## config.mk

```make
export PLATFORM = sky130hd
export DESIGN_NAME = input_conditioner
export DESIGN_NICKNAME = d
export VERILOG_FILES = /design/src/rtl/input_conditioner_pkg.sv /design/src/rtl/input_conditioner_debounce_cell.sv /design/src/rtl/input_conditioner.sv
export SDC_FILE = /design/constraint.sdc
export NUM_CORES = 1
export LEC_CHECK = 0
export ABC_AREA = 1
export CAP_MARGIN = 20
export CORE_UTILIZATION = 45
export CTS_BUF_LIST = sky130_fd_sc_hd__clkbuf_16
export DETAILED_ROUTE_END_ITERATION = 8
export HOLD_SLACK_MARGIN = 0.02
export PLACE_DENSITY_LB_ADDON = 0.25
export REMOVE_ABC_BUFFERS = 1
export SYNTH_ARGS = -nofsm -noshare
export SYNTH_HDL_FRONTEND = slang
export SYNTH_SLANG_ARGS = --single-unit
```

## constraint.sdc

```tcl
create_clock -name clk_i -period 1.7 [get_ports clk_i]
set_clock_uncertainty 0.05 [all_clocks]
set_input_delay 0.34 -clock clk_i [delete_from_list [all_inputs] [get_ports clk_i]]
set_output_delay 0.34 -clock clk_i [all_outputs]
set_load 0.005 [all_outputs]
```

## src/rtl/input_conditioner_pkg.sv

```systemverilog
`default_nettype none
// ============================================================================
// Module   : input_pkg
// Purpose  : Shared constants and button indexing for the input conditioner.
// Revision : 1.0 - initial release
// ============================================================================
package input_pkg;

  // System clock frequency the debounce window is derived from.
  localparam int CLK_HZ = 100_000_000;

  // Default debounce window: 10 ms worth of clock cycles.
  localparam int STABLE_CYCLES_DEFAULT = CLK_HZ / 100;

  // Number of push buttons on the board.
  localparam int NUM_BTN = 5;

  // Position of each button inside the internal button vectors.
  typedef enum logic [2:0] {
    BTN_U = 3'd0,
    BTN_D = 3'd1,
    BTN_L = 3'd2,
    BTN_R = 3'd3,
    BTN_C = 3'd4
  } btn_idx_e;

endpackage : input_pkg
`default_nettype wire

```

## src/rtl/input_conditioner_debounce_cell.sv

```systemverilog
`default_nettype none
// ============================================================================
// Module   : debounce_cell
// Purpose  : One-bit conditioner: 2-flop synchronizer, stability counter,
//            debounced level and registered rising-edge pulse.
// Revision : 1.0 - initial release
// ============================================================================
module debounce_cell
  import input_pkg::*;
#(
  parameter int STABLE_CYCLES = STABLE_CYCLES_DEFAULT,
  parameter bit RISE_EN       = 1'b1
) (
  input  logic clk_i,
  input  logic rst_i,
  input  logic raw_i,
  output logic level_o,
  output logic rise_o
);

  localparam int                c_cnt_w = $clog2(STABLE_CYCLES + 1);
  localparam logic [c_cnt_w-1:0] c_last = c_cnt_w'(STABLE_CYCLES - 1);
  localparam logic [c_cnt_w-1:0] c_one  = c_cnt_w'(1);

  logic [1:0]         r_sync;
  logic               r_stable;
  logic [c_cnt_w-1:0] r_cnt;
  logic               r_rise;
  logic               w_sample;
  logic               w_accept;

  // The second synchronizer flop is the only view of the raw input.
  assign w_sample = r_sync[1];

  // A change is accepted on the last cycle of an unbroken mismatch run.
  // The counter clears on acceptance, so it never exceeds c_last.
  assign w_accept = (w_sample != r_stable) && (r_cnt == c_last);

  // Synchronize, count the mismatch run, update the level and flag rises.
  always_ff @(posedge clk_i) begin
    if (rst_i) begin
      r_sync   <= 2'b00;
      r_stable <= 1'b0;
      r_cnt    <= '0;
      r_rise   <= 1'b0;
    end else begin
      r_sync <= {r_sync[0], raw_i};
      if (w_sample == r_stable) begin
        r_cnt <= '0;
      end else if (w_accept) begin
        r_stable <= w_sample;
        r_cnt    <= '0;
      end else begin
        r_cnt <= r_cnt + c_one;
      end
      // Pulse lands in the first cycle the new stable level is visible.
      r_rise <= w_accept & w_sample;
    end
  end

  assign level_o = r_stable;
  assign rise_o  = RISE_EN ? r_rise : 1'b0;

endmodule : debounce_cell
`default_nettype wire

```

## src/rtl/input_conditioner.sv

```systemverilog
`default_nettype none
// ============================================================================
// Module   : input_conditioner
// Purpose  : Debounces five push buttons into single-cycle press pulses and
//            a slide-switch bus into registered stable levels.
// Revision : 1.0 - initial release
// ============================================================================
module input_conditioner
  import input_pkg::*;
#(
  parameter int STABLE_CYCLES = STABLE_CYCLES_DEFAULT,
  parameter int SW_W          = 16
) (
  input  logic            clk_i,
  input  logic            rst_i,
  input  logic            btnu_i,
  input  logic            btnd_i,
  input  logic            btnl_i,
  input  logic            btnr_i,
  input  logic            btnc_i,
  input  logic [SW_W-1:0] sw_i,
  output logic            btnu_o,
  output logic            btnd_o,
  output logic            btnl_o,
  output logic            btnr_o,
  output logic            btnc_o,
  output logic [SW_W-1:0] sw_o
);

  logic [NUM_BTN-1:0] w_btn_raw;
  logic [NUM_BTN-1:0] w_btn_rise;
  logic [NUM_BTN-1:0] w_btn_level_unused;
  logic [SW_W-1:0]    w_sw_rise_unused;

  // Gather the buttons into one vector ordered by the package enum.
  assign w_btn_raw[BTN_U] = btnu_i;
  assign w_btn_raw[BTN_D] = btnd_i;
  assign w_btn_raw[BTN_L] = btnl_i;
  assign w_btn_raw[BTN_R] = btnr_i;
  assign w_btn_raw[BTN_C] = btnc_i;

  // Buttons only report presses; their debounced level is not exported.
  for (genvar b = 0; b < NUM_BTN; b++) begin : g_btn
    debounce_cell #(
      .STABLE_CYCLES (STABLE_CYCLES),
      .RISE_EN       (1'b1)
    ) u_cell (
      .clk_i   (clk_i),
      .rst_i   (rst_i),
      .raw_i   (w_btn_raw[b]),
      .level_o (w_btn_level_unused[b]),
      .rise_o  (w_btn_rise[b])
    );
  end

  // Switches only report their level; the pulse logic is disabled.
  for (genvar s = 0; s < SW_W; s++) begin : g_sw
    debounce_cell #(
      .STABLE_CYCLES (STABLE_CYCLES),
      .RISE_EN       (1'b0)
    ) u_cell (
      .clk_i   (clk_i),
      .rst_i   (rst_i),
      .raw_i   (sw_i[s]),
      .level_o (sw_o[s]),
      .rise_o  (w_sw_rise_unused[s])
    );
  end

  assign btnu_o = w_btn_rise[BTN_U];
  assign btnd_o = w_btn_rise[BTN_D];
  assign btnl_o = w_btn_rise[BTN_L];
  assign btnr_o = w_btn_rise[BTN_R];
  assign btnc_o = w_btn_rise[BTN_C];

endmodule : input_conditioner
`default_nettype wire

```

==> results.txt, run 1 <==
----------------------------------------------------
[Power and ir drop]
  Cell internal power dissipation ... 18400 uW
  Share of power burned in combinational logic ... 1.5%
  IR Drop Worst-Case VDD ... 813 uV
  Leak ... 0.00895 uW
  Share of power burned in registers ... 49.4%
  Sw Ratio ... 21.1%
  Sw Pwr ... 4910 uW
  Part of the power in the clock network ... 49.0%
  Total power divided by cell area ... 850 nW/um^2

[Layout]
  Ratio of cells with drive above 1 in the final layout ... 6.08%
  Area of combinational cells with multiple inputs ... 12700 um^2
  Most frequent cells in the layout ... sky130_fd_sc_hd__nor2_1 (973), sky130_fd_sc_hd__nand2_1 (927), sky130_fd_sc_hd__dfxtp_1 (475)
  Most common cell after layout, fill and taps aside ... sky130_fd_sc_hd__nor2_1
  Synthesis-to-layout area growth ... 13.0%
  # nets final ... 3799
  Total non-filler cell area in the finished layout ... 27400 um^2
  Number of antenna diodes ... 0
  Utilization after layout ... 51.8%
  Number of filler cells placed in the layout ... 5345
  Storage element area ... 9790 um^2

[Detailed routing]
  Initial DRC count ... 962
  Routed length per placed instance ... 10.7 um
  Post-detailed-route DRC marker count ... 0
  Total via count in the routed design ... 21000
  Via-per-instance ratio ... 4.68
  First drt pass iteration count ... 5
  Total Routed Length ... 48000 um
  Antenna viol nets, final ... 0

[Global route]
  Initial antenna violation count ... 1
  Vias in the first global route ... 19100
  Largest net degree at the start of global routing ... 37
  Wire length of the first global-routing pass ... 84000 um
  Global route total overflow ... 0
  Global-route total usage across every layer ... 17.9%

[Floorplan]
  Placeable Area ... 53000 um^2
  Initial core utilization ... 45.9%
  Placement row count ... 84
  Die Span X ... 234 um
  Total die area ... 54900 um^2
  Height of the die ... 234 um
  Count of boundary I/O pins ... 44

[Yosys]
  Number of enable flip-flop cells after synthesis ... 0
  Yosys warns ... 0
  Synthesized instance count ... 3674
  Number of synthesized register bits ... 488
  Share of the yosys chip area belonging to registers ... 40.2%
  Dominant synthesized flop cell ... sky130_fd_sc_hd__dfxtp_1
  Ys async rst share ... 0%
  Number of different library cells in the post-synthesis netlist ... 29
  Synthesized cell area ... 24300 um^2
  Average instance area after synthesis ... 6.61 um^2

[STA]
  Measured slew at the worst slew-check pin ... 0.346 ns
  Final min period ... 1.61 ns
  Number of endpoints with negative hold slack in the final report ... 0
  Tightest slew margin relative to the limit ... 76.8%
  Post-route setup slack ... 0.0853 ns
  Smallest hold slack ... 0.116 ns
  Final critical-path share of the clock period ... 95.0%
  Setup violations, final ... 0
  FMAX ... 0.619 GHz
  Max Transition Viols Final ... 0

[Clocking]
  Clock transition at the registers of the reported paths ... 0.06 ns
  CTS Buf Count ... 54
  Clock tree root buffer cell ... sky130_fd_sc_hd__clkbuf_16
  CTS H-tree lvls ... 2
  Max Buffers Root-to-Sink ... 3
  Clock Latency Late Sink ... 0.60 ns
  CTS tree ... yes
  Clock Sink Count ... 488

[Worst setup path]
  Crit path largest cell delay ... 0.36 ns
  Critical path arrival ... 1.22 ns
  Data required time of the critical path ... 1.31 ns
  Maximum fanout encountered on the critical timing path ... 3
  Critical Setup Path Class ... reg2out
  Kind of start point of the critical path ... register
  Slowest stage cell, crit path ... sky130_fd_sc_hd__dfxtp_1
  Kind of cell adding the most delay to the critical path ... flip-flops
  Capturing element type of the critical path ... output port
  Sum of buffers and inverters on the critical path ... 1
  Cell-by-cell listing of the critical path ... dlygate4sd2_1

[Placement]
  Post-place setup slack ... 0.0688 ns
  Routability congestion estimate from global placement ... 0.886
  HPWL after detailed placement ... 34500 um
  Buffers on Ports ... 43
  Post-placement cell area ... 25700 um^2

[Job]
  Max-cap violation count ... 0

[Worst hold path]
  Hold WC Path Type ... in2reg

[Status]
  Status ... complete, no violations

----------------------------------------------------
-- registers in the layout (all words and copies together), names as in the netlist --
name and count:
g_btn.u_cell.r_cnt 100, g_btn.u_cell.level_o 5, g_btn.u_cell.rise_o 5, g_sw.u_cell.r_sync 32
g_btn.u_cell.r_sync 10, g_sw.u_cell.r_cnt 320, g_sw.u_cell.level_o 16
-- per-stage QoR --
step / TNS [ns] / cells / power [uW]
6_report: 0 / 4485 / 23300
5_1_grt: -0.00711 / 4485 / 24300
4_1_cts: 0 / 4485 / 23800
3_5_place_dp: 0 / 4382 / 12100
3_3_place_gp: 0 / 4382 / 12100
2_1_floorplan: -3.79 / 3607 / 11900
-- final timing paths --
check / slack (ns) / from / endpoint / cells after the start
hold / removal: 0.12 / rst_i / g_sw[15].u_cell.r_sync[1]$_SDFF_PP0_ / 3
setup / recovery: 0.09 / g_sw[15].u_cell.level_o$_SDFFE_PP0P_ / sw_o[15] / 1
setup reg to reg: 0.15 / g_btn[3].u_cell.r_cnt[0]$_SDFF_PP0_ / g_btn[3].u_cell.r_cnt[13]$_SDFF_PP0_ / 7
hold reg to reg: 0.35 / g_sw[14].u_cell.r_sync[0]$_SDFF_PP0_ / g_sw[14].u_cell.r_sync[1]$_SDFF_PP0_ / 2
-- synth_stat cells (2+ instances only) --
library cell	number	area, um^2
sky130_fd_sc_hd__buf_6	2	22.5
sky130_fd_sc_hd__nor3_1	18	90.1
sky130_fd_sc_hd__xor2_1	113	990
sky130_fd_sc_hd__nand2_2	3	18.8
sky130_fd_sc_hd__or2_2	31	194
sky130_fd_sc_hd__inv_2	2	7.51
sky130_fd_sc_hd__xnor2_1	92	806
sky130_fd_sc_hd__or2_0	13	81.3
sky130_fd_sc_hd__buf_2	42	210
sky130_fd_sc_hd__a21oi_2	8	70.1
sky130_fd_sc_hd__buf_4	20	150
sky130_fd_sc_hd__nand2_1	927	3480
sky130_fd_sc_hd__nor2_2	16	100
sky130_fd_sc_hd__inv_1	375	1410
sky130_fd_sc_hd__dfxtp_1	488	9770
sky130_fd_sc_hd__nand3b_1	32	240
sky130_fd_sc_hd__nand3_2	17	170
sky130_fd_sc_hd__ha_1	21	263
sky130_fd_sc_hd__o21ai_0	20	100
sky130_fd_sc_hd__nor2_1	975	3660
sky130_fd_sc_hd__nand4_1	67	419
sky130_fd_sc_hd__o21bai_1	18	135
sky130_fd_sc_hd__a21oi_1	144	721
sky130_fd_sc_hd__nand3_1	220	1100
sky130_fd_sc_hd__nor2_4	5	56.3
sky130_fd_sc_hd__clkbuf_1	2	7.51
-- routing by layer --
layer  up-vias  global-route usage [%]  part of all wire [%]  wire [um]
met1      9131                    23.9                    51      24400
li1      11500                       -                     -          -
met2       245                    29.2                    43      20700
met5         -                       0                 0.031         15
met3        65                    3.43                   4.0       1920
met4         2                    4.88                   1.8        875
-- kinds of logic after synthesis --
group                    Yosys count  synth area share [%]
AND/OR/NAND/NOR                 2324                  39.6
flip-flops                       488                  40.2
XOR/XNOR                         205                  7.39
buffers and inverters            445                  7.53
AO/OA/AOI/OAI                    191                  4.24
adder cells (fa/ha/maj)           21                  1.08
-- power groups by stage --
stage	clock network, uW	registers (uW)	logic, uW
2_1_floorplan	0	11800	156
3_3_place_gp	0	11800	365
3_5_place_dp	0	11800	367
4_1_cts	11900	11500	369
5_1_grt	12400	11500	408
6_report	11400	11500	360
-- what timing repair did --
| action | CTS | global route |
|---|---|---|
| setup endpoints to repair | 21 | 47 |
| hold buffers | 0 | 0 |
| gates resized for setup | 33 | 7 |
| setup buffers | 5 | 0 |
-- area by class of cell --
type / instances / area share (%)
multi-input combinational: 2741 / 46.3
sequential: 488 / 35.7
clock buffer: 57 / 5.20
inverter: 378 / 5.17
timing repair buffer: 92 / 3.35
tap: 688 / 3.14
clock inverter: 41 / 1.17
-- worst min-delay path, stage by stage --
cell	delay, ns
sky130_fd_sc_hd__buf_4	0.12
sky130_fd_sc_hd__buf_12	0.20
sky130_fd_sc_hd__nor2_1	0.06
No activity file was read; power rests on OpenSTA's default activity.
==> run 2, diff against run 1 <==
--- a/config.mk
+++ b/config.mk
@@ -7,6 +7,7 @@
 export LEC_CHECK = 0
 export ABC_AREA = 1
 export CAP_MARGIN = 20
+export CORE_ASPECT_RATIO = 0.6
 export CORE_UTILIZATION = 45
 export CTS_BUF_LIST = sky130_fd_sc_hd__clkbuf_16
 export DETAILED_ROUTE_END_ITERATION = 8
==> results.txt, run 2 (same netlist as run 1, synthesis figures left out) <==
----------------------------------------------------
[Status]
  Status ... complete, no violations

[Layout]
  # nets final ... 3800 (+0.026%)
  Number of antenna diodes ... 0 (unchanged)
  Number of flip-flops in the largest register ... 320 (unchanged)
  Area of combinational cells with multiple inputs ... 12700 um^2 (unchanged)
  Most frequent cells in the layout ... sky130_fd_sc_hd__nor2_1 (971), sky130_fd_sc_hd__nand2_1 (927), sky130_fd_sc_hd__dfxtp_1 (476)
  Ratio of cells with drive above 1 in the final layout ... 5.85% (-0.24 points)
  Most common cell after layout, fill and taps aside ... sky130_fd_sc_hd__nor2_1
  Number of filler cells placed in the layout ... 5297 (-0.90%)
  Synthesis-to-layout area growth ... 12.7%
  Register containing the most flip-flops in the final layout ... g_sw.u_cell.r_cnt
  Utilization after layout ... 51.7% (-0.092 points)
  Storage element area ... 9790 um^2 (about the same)
  Largest registers ... g_sw.u_cell.r_cnt (320), g_btn.u_cell.r_cnt (100), g_sw.u_cell.r_sync (32)

[Job]
  Max-cap violation count ... 0 (unchanged)

[Power and ir drop]
  Part of the power in the clock network ... 47.1% (-1.9 points)
  Share of power burned in registers ... 51.2% (+1.8 points)
  Sw Ratio ... 21.3% (+0.30 points)
  Cell internal power dissipation ... 17700 uW (-3.8%)
  Share of power burned in combinational logic ... 1.7% (+0.2 points)
  Sw Pwr ... 4810 uW (-2.1%)
  Total power divided by cell area ... 822 nW/um^2 (-3.3%)
  Total design power ... 22500 uW (-3.5%)
  IR Drop Worst-Case VDD ... 741 uV (-8.9%)
  Leak ... 0.00891 uW (-0.42%)

[Worst setup path]
  Kind of cell adding the most delay to the critical path ... flip-flops
  Critical Setup Path Class ... reg2out
  Maximum fanout encountered on the critical timing path ... 4 (+1)
  Data required time of the critical path ... 1.31 ns (about the same)
  Slowest stage cell, crit path ... sky130_fd_sc_hd__dfxtp_1
  Critical path arrival ... 1.20 ns (-0.02 ns)
  Sum of buffers and inverters on the critical path ... 1 (unchanged)
  Kind of start point of the critical path ... register
  Crit path largest cell delay ... 0.36 ns (about the same)
  Capturing element type of the critical path ... output port
  Cell-by-cell listing of the critical path ... dlygate4sd2_1

[STA]
  RSZ-0062 raised after global routing ... no
  Setup violations, final ... 0 (unchanged)
  Post-route setup slack ... 0.106 ns (+0.0208 ns)
  Final critical-path share of the clock period ... 93.8% (-1.2 points)
  Number of endpoints with negative hold slack in the final report ... 0 (unchanged)
  Measured slew at the worst slew-check pin ... 0.385 ns (+0.0392 ns)
  Smallest hold slack ... 0.196 ns (+0.0792 ns)
  FMAX ... 0.627 GHz (+1.3%)
  Max Transition Viols Final ... 0 (unchanged)
  Tightest slew margin relative to the limit ... 74.2% (-2.5 points)
  Final min period ... 1.59 ns (-0.0208 ns)
  Post-route setup TNS ... 0 ns (unchanged)

[Global route]
  Largest net degree at the start of global routing ... 31 (-16%)
  M2 GR Usage ... 24.2% (-5.0 points)
  Global route total overflow ... 0 (unchanged)
  Vias in the first global route ... 18500 (-3.3%)
  Initial antenna violation count ... 0 (-1)
  Most used routing layer in global routing ... met1
  Global Route met3 Usage ... 3.34% (-0.091 points)
  Global-route total usage across every layer ... 18.9% (+1.1 points)
  Wire length of the first global-routing pass ... 88500 um (+5.4%)
  GR Layer Usage met1 ... 31.5% (+7.6 points)

[Placement]
  Routability congestion estimate from global placement ... 0.902 (+1.8%)
  HPWL after detailed placement ... 37900 um (+9.9%)
  Buffers on Ports ... 43 (unchanged)
  Post-place setup slack ... 0.124 ns (+0.0553 ns)

[Floorplan]
  Initial core utilization ... 45.9% (about the same)
  Die Span X ... 302 um (+29%)
  Placeable Area ... 52900 um^2 (about the same)
  Placement row count ... 65 (-23%)
  Height of the die ... 182 um (-22%)
  Count of boundary I/O pins ... 44 (unchanged)
  Total die area ... 55000 um^2 (about the same)

[Clocking]
  Clock tree root buffer cell ... sky130_fd_sc_hd__clkbuf_16
  Clock transition at the registers of the reported paths ... 0.06 ns (about the same)
  CTS tree ... yes
  Max Buffers Root-to-Sink ... 3 (unchanged)
  Post-cts hold buffer count ... 0 (unchanged)
  CTS H-tree lvls ... 2 (unchanged)
  CTS Buf Count ... 50 (-7.4%)
  Clock Latency Late Sink ... 0.58 ns (-0.02 ns)
  Clock Sink Count ... 488 (unchanged)

[Detailed routing]
  Antenna viol nets, final ... 0 (unchanged)
  Total Routed Length ... 51500 um (+7.4%)
  Routed length per placed instance ... 11.4 um (+7.1%)
  Initial DRC count ... 1690 (+76%)
  First drt pass iteration count ... 6 (+1)
  Post-detailed-route DRC marker count ... 0 (unchanged)
  Via-per-instance ratio ... 4.70 (+0.45%)
  Total via count in the routed design ... 21100 (+0.79%)

[Worst hold path]
  Hold WC Path Type ... in2reg

----------------------------------------------------
==> run 2: cell count changes in the layout (fill, tap and decap cells not counted), moves of 2 or more <==
cell,change
sky130_fd_sc_hd__nor2_1,-2
sky130_fd_sc_hd__clkinv_2,-7
sky130_fd_sc_hd__dfxtp_4,+2
sky130_fd_sc_hd__dfxtp_2,-3
sky130_fd_sc_hd__inv_1,+5
sky130_fd_sc_hd__bufinv_16,-2
sky130_fd_sc_hd__clkinv_1,+4
sky130_fd_sc_hd__clkbuf_16,-4
sky130_fd_sc_hd__buf_12,+3
==> run 2: worst paths after layout <==
| path | start | endpoint | slack (ns) | cells past startpoint |
|---|---|---|---|---|
| hold / removal | rst_i | g_sw[4].u_cell.r_sync[1]$_SDFF_PP0_ | 0.20 | 3 |
| hold reg to reg | g_sw[5].u_cell.r_sync[0]$_SDFF_PP0_ | g_sw[5].u_cell.r_sync[1]$_SDFF_PP0_ | 0.35 | 2 |
| setup reg to reg | g_sw[13].u_cell.r_cnt[0]$_SDFF_PP0_ | g_sw[13].u_cell.r_cnt[15]$_SDFF_PP0_ | 0.13 | 8 |
| setup / recovery | g_sw[0].u_cell.level_o$_SDFFE_PP0P_ | sw_o[0] | 0.11 | 1 |
==> run 2: power by group through the flow <==
| stage | clock (uW) | sequential (uW) | combinational, uW |
|---|---|---|---|
| global placement | 0 | 11800 | 388 |
| global route | 11500 | 11500 | 431 |
| floorplan | 0 | 11800 | 156 |
| finish | 10600 | 11500 | 382 |
| detailed placement | 0 | 11800 | 387 |
| CTS | 11000 | 11500 | 389 |
==> run 2: final cells by class <==
cell class / count / share of cell area [%]
tap: 703 / 3.21
sequential: 488 / 35.7
inverter: 378 / 5.18
clock inverter: 40 / 0.937
multi-input combinational: 2741 / 46.4
clock buffer: 53 / 4.84
timing repair buffer: 97 / 3.65
==> run 2: per-layer routing <==
metal / up-vias / part of all wire [%]
met5: - / 0
met2: 440 / 35
li1: 11500 / -
met4: 0 / 1.5
met1: 9107 / 58
met3: 56 / 6.0
==> run 2: what timing repair did <==
action                     4_1_cts  5_1_grt
setup endpoints to repair       21       25
gates resized for setup         35        7
buffers inserted                 2        0
==> run 2: metrics by stage <==
stage               cells  cell area [um^2]
floorplan            3607             23900
global placement     4405             25800
detailed placement   4405             25800
CTS                  4500             27400
global route         4500             27400
finish               4500             27400
